$ cat src/rtl/key_pkg.sv
`timescale 1ns/1ps
// Shared definitions for the key event arbiter: per-key FSM states,
// event type encoding and the ms-to-cycle conversion helpers.
package key_pkg;

  // Per-key press classifier states
  typedef enum logic [1:0] {
    IDLE     = 2'd0,
    HELD     = 2'd1,
    LONGHELD = 2'd2
  } key_state_e;

  // Event type as carried on evt_long
  typedef enum logic {
    EVT_SHORT = 1'b0,
    EVT_LONG  = 1'b1
  } evt_type_e;

  function automatic int unsigned ms_to_cyc(input int unsigned clk_fre, input int unsigned ms);
    return (clk_fre / 1000) * ms;
  endfunction

  function automatic int unsigned long_cyc(input int unsigned clk_fre, input int unsigned long_ms);
    return ms_to_cyc(clk_fre, long_ms);
  endfunction

  function automatic int unsigned rel_cyc(input int unsigned clk_fre, input int unsigned rel_ms);
    return ms_to_cyc(clk_fre, rel_ms);
  endfunction

  // Counter width: one spare bit above the constant so saturation never aliases it
  function automatic int unsigned cnt_width(input int unsigned cyc);
    return $clog2(cyc) + 1;
  endfunction

endpackage

$ cat src/rtl/key_press_classifier.sv
`timescale 1ns/1ps
// Per-key press classifier: tracks one key from its debounced press pulse
// until release and classifies the press as short or long.
// Ports:
//   clk_in       clock
//   sys_rst      asynchronous active-high reset
//   key_flag     one-cycle debounced press pulse
//   key_n        synchronised raw key level, 0 = pressed
//   post_c       event posted this cycle (combinational)
//   post_type_c  type of the posted event (combinational)
module key_press_classifier
  import key_pkg::*;
#(
  parameter int unsigned CLK_FRE = 50_000_000,
  parameter int unsigned LONG_MS = 1000,
  parameter int unsigned REL_MS  = 20
) (
  input  logic      clk_in,
  input  logic      sys_rst,
  input  logic      key_flag,
  input  logic      key_n,
  output logic      post_c,
  output evt_type_e post_type_c
);

  localparam int unsigned LONG_CYC = long_cyc(CLK_FRE, LONG_MS);
  localparam int unsigned REL_CYC  = rel_cyc(CLK_FRE, REL_MS);
  localparam int unsigned HOLD_W   = cnt_width(LONG_CYC);
  localparam int unsigned REL_W    = cnt_width(REL_CYC);

  key_state_e        state_q, state_d;
  logic [HOLD_W-1:0] hold_q, hold_d, hold_inc;
  logic [REL_W-1:0]  rel_q, rel_d, rel_inc;
  logic              long_hit, rel_hit;

  // Saturating increments
  assign hold_inc = (hold_q == '1) ? hold_q : hold_q + HOLD_W'(1);
  assign rel_inc  = (rel_q == '1) ? rel_q : rel_q + REL_W'(1);

  assign long_hit = (hold_q == HOLD_W'(LONG_CYC - 1));
  // Release fires on the REL_CYC-th consecutive high cycle
  assign rel_hit  = key_n && (rel_q == REL_W'(REL_CYC - 1));

  // State and counter registers
  always_ff @(posedge clk_in or posedge sys_rst) begin
    if (sys_rst) begin
      state_q <= IDLE;
      hold_q  <= '0;
      rel_q   <= '0;
    end else begin
      state_q <= state_d;
      hold_q  <= hold_d;
      rel_q   <= rel_d;
    end
  end

  // Next state, counter update and event posting
  always_comb begin
    state_d     = state_q;
    hold_d      = hold_q;
    rel_d       = rel_q;
    post_c      = 1'b0;
    post_type_c = EVT_SHORT;
    case (state_q)
      IDLE: begin
        if (key_flag) begin
          state_d = HELD;
          hold_d  = '0;
          rel_d   = '0;
        end
      end
      HELD: begin
        hold_d = hold_inc;
        rel_d  = key_n ? rel_inc : '0;
        // Long classification takes priority over a coincident release
        if (long_hit) begin
          state_d     = LONGHELD;
          post_c      = 1'b1;
          post_type_c = EVT_LONG;
        end else if (rel_hit) begin
          state_d     = IDLE;
          post_c      = 1'b1;
          post_type_c = EVT_SHORT;
        end
      end
      LONGHELD: begin
        hold_d = hold_inc;
        rel_d  = key_n ? rel_inc : '0;
        if (rel_hit) begin
          state_d = IDLE;
        end
      end
      default: begin
        state_d = IDLE;
      end
    endcase
  end

endmodule

$ cat src/rtl/key_event_arbiter.sv
`timescale 1ns/1ps
// Key event arbiter: classifies presses on KEY_NUM keys, holds one pending
// event per key and serialises them round-robin onto a valid/ready output.
// Ports:
//   clk_in     clock
//   sys_rst    asynchronous active-high reset
//   key_flag   per-key one-cycle debounced press pulses
//   key_n      per-key synchronised raw levels, 0 = pressed
//   evt_valid  event available
//   evt_ready  consumer accepts the event while evt_valid=1
//   evt_id     key index of the event
//   evt_long   1 = long press, 0 = short press
//   evt_ovf    per-key one-cycle pulse when an event is dropped
module key_event_arbiter
  import key_pkg::*;
#(
  parameter int unsigned CLK_FRE = 50_000_000,
  parameter int unsigned KEY_NUM = 4,
  parameter int unsigned LONG_MS = 1000,
  parameter int unsigned REL_MS  = 20
) (
  input  logic                       clk_in,
  input  logic                       sys_rst,
  input  logic [KEY_NUM-1:0]         key_flag,
  input  logic [KEY_NUM-1:0]         key_n,
  output logic                       evt_valid,
  input  logic                       evt_ready,
  output logic [$clog2(KEY_NUM)-1:0] evt_id,
  output logic                       evt_long,
  output logic [KEY_NUM-1:0]         evt_ovf
);

  localparam int unsigned ID_W = $clog2(KEY_NUM);

  logic      [KEY_NUM-1:0] post_c;
  evt_type_e               post_type_c [KEY_NUM];

  logic [KEY_NUM-1:0] pend_q, pend_d;
  logic [KEY_NUM-1:0] pend_long_q, pend_long_d;
  logic [KEY_NUM-1:0] ovf_c;
  logic [KEY_NUM-1:0] gnt_c;
  logic [ID_W-1:0]    rr_ptr_q;
  logic [ID_W-1:0]    win_c;
  logic               load_c;

  // One classifier per key
  for (genvar g = 0; g < KEY_NUM; g++) begin : g_key
    key_press_classifier #(
      .CLK_FRE (CLK_FRE),
      .LONG_MS (LONG_MS),
      .REL_MS  (REL_MS)
    ) u_cls (
      .clk_in      (clk_in),
      .sys_rst     (sys_rst),
      .key_flag    (key_flag[g]),
      .key_n       (key_n[g]),
      .post_c      (post_c[g]),
      .post_type_c (post_type_c[g])
    );
  end

  // Round-robin search starting one past the last winner
  always_comb begin
    int   idx;
    logic found;
    idx   = 0;
    found = 1'b0;
    win_c = '0;
    for (int off = 1; off <= int'(KEY_NUM); off++) begin
      idx = (int'(rr_ptr_q) + off) % int'(KEY_NUM);
      if (!found && pend_q[ID_W'(idx)]) begin
        found = 1'b1;
        win_c = ID_W'(idx);
      end
    end
  end

  // Output slot is free or being emptied, and something is waiting
  assign load_c = (!evt_valid || evt_ready) && (|pend_q);

  // Pending storage update; a grant frees the slot for a same-cycle post
  always_comb begin
    gnt_c       = '0;
    pend_d      = pend_q;
    pend_long_d = pend_long_q;
    ovf_c       = '0;
    if (load_c) begin
      gnt_c[win_c] = 1'b1;
    end
    for (int i = 0; i < int'(KEY_NUM); i++) begin
      if (gnt_c[i]) begin
        pend_d[i] = 1'b0;
      end
      if (post_c[i]) begin
        if (pend_q[i] && !gnt_c[i]) begin
          ovf_c[i] = 1'b1;
        end else begin
          pend_d[i]      = 1'b1;
          pend_long_d[i] = (post_type_c[i] == EVT_LONG);
        end
      end
    end
  end

  // Pending registers, output register and round-robin pointer
  always_ff @(posedge clk_in or posedge sys_rst) begin
    if (sys_rst) begin
      pend_q      <= '0;
      pend_long_q <= '0;
      rr_ptr_q    <= ID_W'(KEY_NUM - 1);
      evt_valid   <= 1'b0;
      evt_id      <= '0;
      evt_long    <= 1'b0;
      evt_ovf     <= '0;
    end else begin
      pend_q      <= pend_d;
      pend_long_q <= pend_long_d;
      evt_ovf     <= ovf_c;
      if (load_c) begin
        evt_valid <= 1'b1;
        evt_id    <= win_c;
        evt_long  <= pend_long_q[win_c];
        rr_ptr_q  <= win_c;
      end else if (evt_ready) begin
        evt_valid <= 1'b0;
      end
    end
  end

endmodule

$ cat config.mk
export PLATFORM = sky130hd
export DESIGN_NAME = key_event_arbiter
export DESIGN_NICKNAME = d
export VERILOG_FILES = /design/src/rtl/key_pkg.sv /design/src/rtl/key_press_classifier.sv /design/src/rtl/key_event_arbiter.sv
export SDC_FILE = /design/constraint.sdc
export NUM_CORES = 1
export LEC_CHECK = 0
export ABC_AREA = 1
export CAP_MARGIN = 20
export CORE_ASPECT_RATIO = 0.5
export CORE_MARGIN = 2
export CORE_UTILIZATION = 30
export DETAILED_ROUTE_END_ITERATION = 7
export SYNTH_ARGS = -nofsm -noshare
export SYNTH_HDL_FRONTEND = slang
export SYNTH_SLANG_ARGS = --single-unit
export TNS_END_PERCENT = 20
$ cat constraint.sdc
create_clock -name clk_in -period 11.5 [get_ports clk_in]
set_input_delay 1.15 -clock clk_in [delete_from_list [all_inputs] [get_ports clk_in]]
set_output_delay 1.15 -clock clk_in [all_outputs]
set_load 0.02 [all_outputs]
==> impl_metrics.py <==
metrics = {
    "clock_tree": {
        "post_cts_buffers": 0,
        "clockRootBuffer": "clkbuf_16",
        "cts_sinks": 218,
        "htreeDepth": 1,
        "cts_resized": 0,
        "ctsHoldBuffers": 0,
        "cts_inserted_buffers": 25,
        "cts_tree": "built",
        "path_clk_slew_ns": 0.06,
        "clock_latency_ns": 0.54,
        "clock_path_buffers": 3,
    },
    "global_route": {
        "first_global_vias": 11800,
        "grt_pass1_wl_um": 58900,
        "antenna_found_initial": 1,
        "grtUsageTotal_pct": 13.9,
        "grt-ovfl-total": 0,
        "grt_max_degree": 145,
    },
    "floorplanning": {
        "coreArea_mm2": 0.0470,
        "io_pins": 19,
        "die_w_um": 313,
        "start_util_pct": 30.5,
        "dieHeight_um": 159,
        "rows": 56,
        "die-area_mm2": 0.0497,
    },
    "yosys": {
        "synth_most_common_cell": "nand2_1",
        "yosys.area.top_type": "dfrtp_1",
        "synth_top_area_share_pct": 37.7,
        "ys_types": 57,
        "synth_area_leaders": "dfrtp_1 38%, nand2_1 11%, inv_1 6.0%, nor2_1 5.1%, nand4_1 4.5%",
        "syn_avg_cell_area_um2": 7.43,
        "yosys_register_bits": 218,
        "syn-num-nets": 1966,
        "yosys_warnings": 0,
        "synth-edff-count": 0,
        "synth_cells": 1931,
        "synth-async-reset-ratio_pct": 100,
        "netlist_area_mm2": 0.0143,
        "ys_seq_area_share_pct": 38.0,
        "ys.flop_type": "dfrtp_1",
        "synth_common_cells": "421 x nand2_1, 231 x inv_1, 216 x dfrtp_1",
    },
    "place": {
        "gp_congestion": 0.890,
        "hpwlAfterDp_um": 24400,
        "port_buffers": 18,
    },
    "finish": {
        "area_growth_pct": 10.5,
        "fill_cells": 4952,
        "antenna_cells": 0,
        "final_nets": 1971,
        "drive_gt1_share_pct": 9.87,
        "finalCoreUtilization_pct": 33.7,
    },
    "worst_setup_path": {
        "critPathMaxFanout": 42,
        "critPathCaptureType": "flip-flop",
        "critPathKind": "in -> reg",
        "worstPathArrival_ns": 3.40,
        "critPathLaunchType": "input pin",
        "required_ns": 11.93,
    },
    "sta": {
        "maxSlewViolCount": 0,
        "tightest_slew_ns": 0.972,
        "fin_skew_ns": 0.0187,
        "fin_crit_ns": 2.98,
        "rsz0062_at_grt": "no",
        "relSlewSlack_pct": 35.2,
        "hold_viol_final": 0,
        "timing.fmax_mhz": 336,
        "setup_tns_ns": 0,
        "finalCritPeriodShare_pct": 25.9,
        "finalSetupViolations": 0,
    },
    "pwr": {
        "p_seq_share_pct": 38.5,
        "combinationalPowerShare_pct": 27.3,
        "swShare_pct": 37.8,
        "internal_power_mw": 1.40,
        "total_power_mw": 2.26,
        "p_leak_nw": 6.41,
        "power_frac_clock_pct": 34.2,
        "p_per_area_mw_per_mm2": 142,
        "power_switching_mw": 0.853,
        "vdd_drop_max_mv": 0.106,
    },
    "detailed_routing": {
        "drtIter0Drc": 860,
        "drc": 0,
        "finalWirelength_um": 34100,
        "drtAntennaViolNets": 0,
        "avgViaCountPerCell": 4.85,
        "routedWlPerCell_um": 13.2,
        "firstDrtPassIters": 5,
        "vias": 12600,
    },
    "flow_run": {
        "maxCapViolations": 0,
    },
    "status": {
        "status": "completed",
    },
    "worst_hold_path": {
        "worstHoldPathType": "reg -> reg",
    },
}
-- flip-flops by register name, summed over array words and instances, names as in the netlist --
name	count
evt_long	1
rr_ptr_q	2
g_key.u_cls.state_q	8
pend_long_q	4
pend_q	4
evt_id	2
evt_valid	1
g_key.u_cls.hold_q	108
evt_ovf	4
g_key.u_cls.rel_q	84
-- layer usage --
layer  global-route usage, %  vias up  wire, um
met4                    3.17        0       607
met2                    23.1      198     15300
met3                    1.81       42      1210
met5                       0        -         0
met1                    19.3     5876     17000
li1                        -     6465         -
-- cell type report --
class / count / area, um^2 / share of cell area, %
tap: 638 / 798 / 5.04
timing repair buffer: 23 / 238 / 1.50
inverter: 253 / 962 / 6.07
clock buffer: 34 / 699 / 4.41
sequential: 218 / 5460 / 34.4
clock inverter: 12 / 87.6 / 0.553
multi-input combinational: 1415 / 7610 / 48.0
-- cells in the final DEF (no fill, tap or decap), drive strengths merged, types with 2 or more instances in the layout --
cell / instances
o21ai: 127
dfstp: 2
inv: 253
o31ai: 47
clkdlybuf4s50: 18
a21oi: 59
o211ai: 3
clkinvlp: 2
nand4: 108
nor3: 94
and3: 2
nand3: 137
and2: 3
clkinv: 10
nor2: 216
a21boi: 2
xnor2: 15
clkbuf: 34
o21a: 4
a31oi: 3
nor3b: 3
dfrtp: 216
o21bai: 2
or2: 12
o22ai: 3
buf: 5
ha: 24
nor4: 33
xor2: 59
nand2: 449
nand3b: 6
-- critical path, cell delays in order --
cell and delay, ns:
clkdlybuf4s50_1 0.45, nor2_1 0.06, nor2_1 0.42, nand2_2 0.56, inv_2 0.45, nand2_1 0.11
o21ai_1 0.13, nor2_1 0.05
-- stage by stage --
step                worst slack, ns  hold WS (ns)  instances  instance area (um^2)
finish                         8.52         0.481       2593                 15900
global route                   8.23         0.515       2593                 15900
CTS                            8.47         0.488       2592                 15800
detailed placement             7.93         0.474       2546                 15000
global placement               7.94         0.472       2546                 15000
floorplan                      4.39         0.442       1931                 14300
-- worst paths after layout --
kind	from	end	slack, ns	cells past startpoint
worst max register to register	g_key[0].u_cls.state_q[1]	g_key[0].u_cls.hold_q[12]	8.53	12
worst min-delay path	evt_id[0]	evt_id[0]	0.48	2
worst min register to register	evt_id[0]	evt_id[0]	0.48	2
min in group asynchronous	sys_rst	g_key[0].u_cls.rel_q[10]	0.93	2
max in group asynchronous	sys_rst	g_key[0].u_cls.rel_q[7]	8.70	4
worst max-delay path	key_flag[1]	g_key[1].u_cls.hold_q[24]	8.52	8
-- kinds of logic after synthesis --
| kind of cell | count (synthesis) | share of synthesized area (%) |
|---|---|---|
| xor gates and xnor gates | 74 | 4.52 |
| AOI/OAI and AO/OA | 253 | 10.8 |
| and+or+nand+nor | 1064 | 35.7 |
| buffers and inverters | 298 | 8.93 |
| DFF | 218 | 38.0 |
| adders and majority gates | 24 | 2.09 |
-- power by group through the flow --
stage | registers, mW | logic [mW] | clock network (mW)
2_1_floorplan | 0.872 | 0.516 | 0
3_3_place_gp | 0.880 | 0.613 | 0
3_5_place_dp | 0.880 | 0.620 | 0
4_1_cts | 0.866 | 0.623 | 0.797
5_1_grt | 0.874 | 0.705 | 0.827
6_report | 0.867 | 0.616 | 0.772
Power figures use the tool's default switching activity.
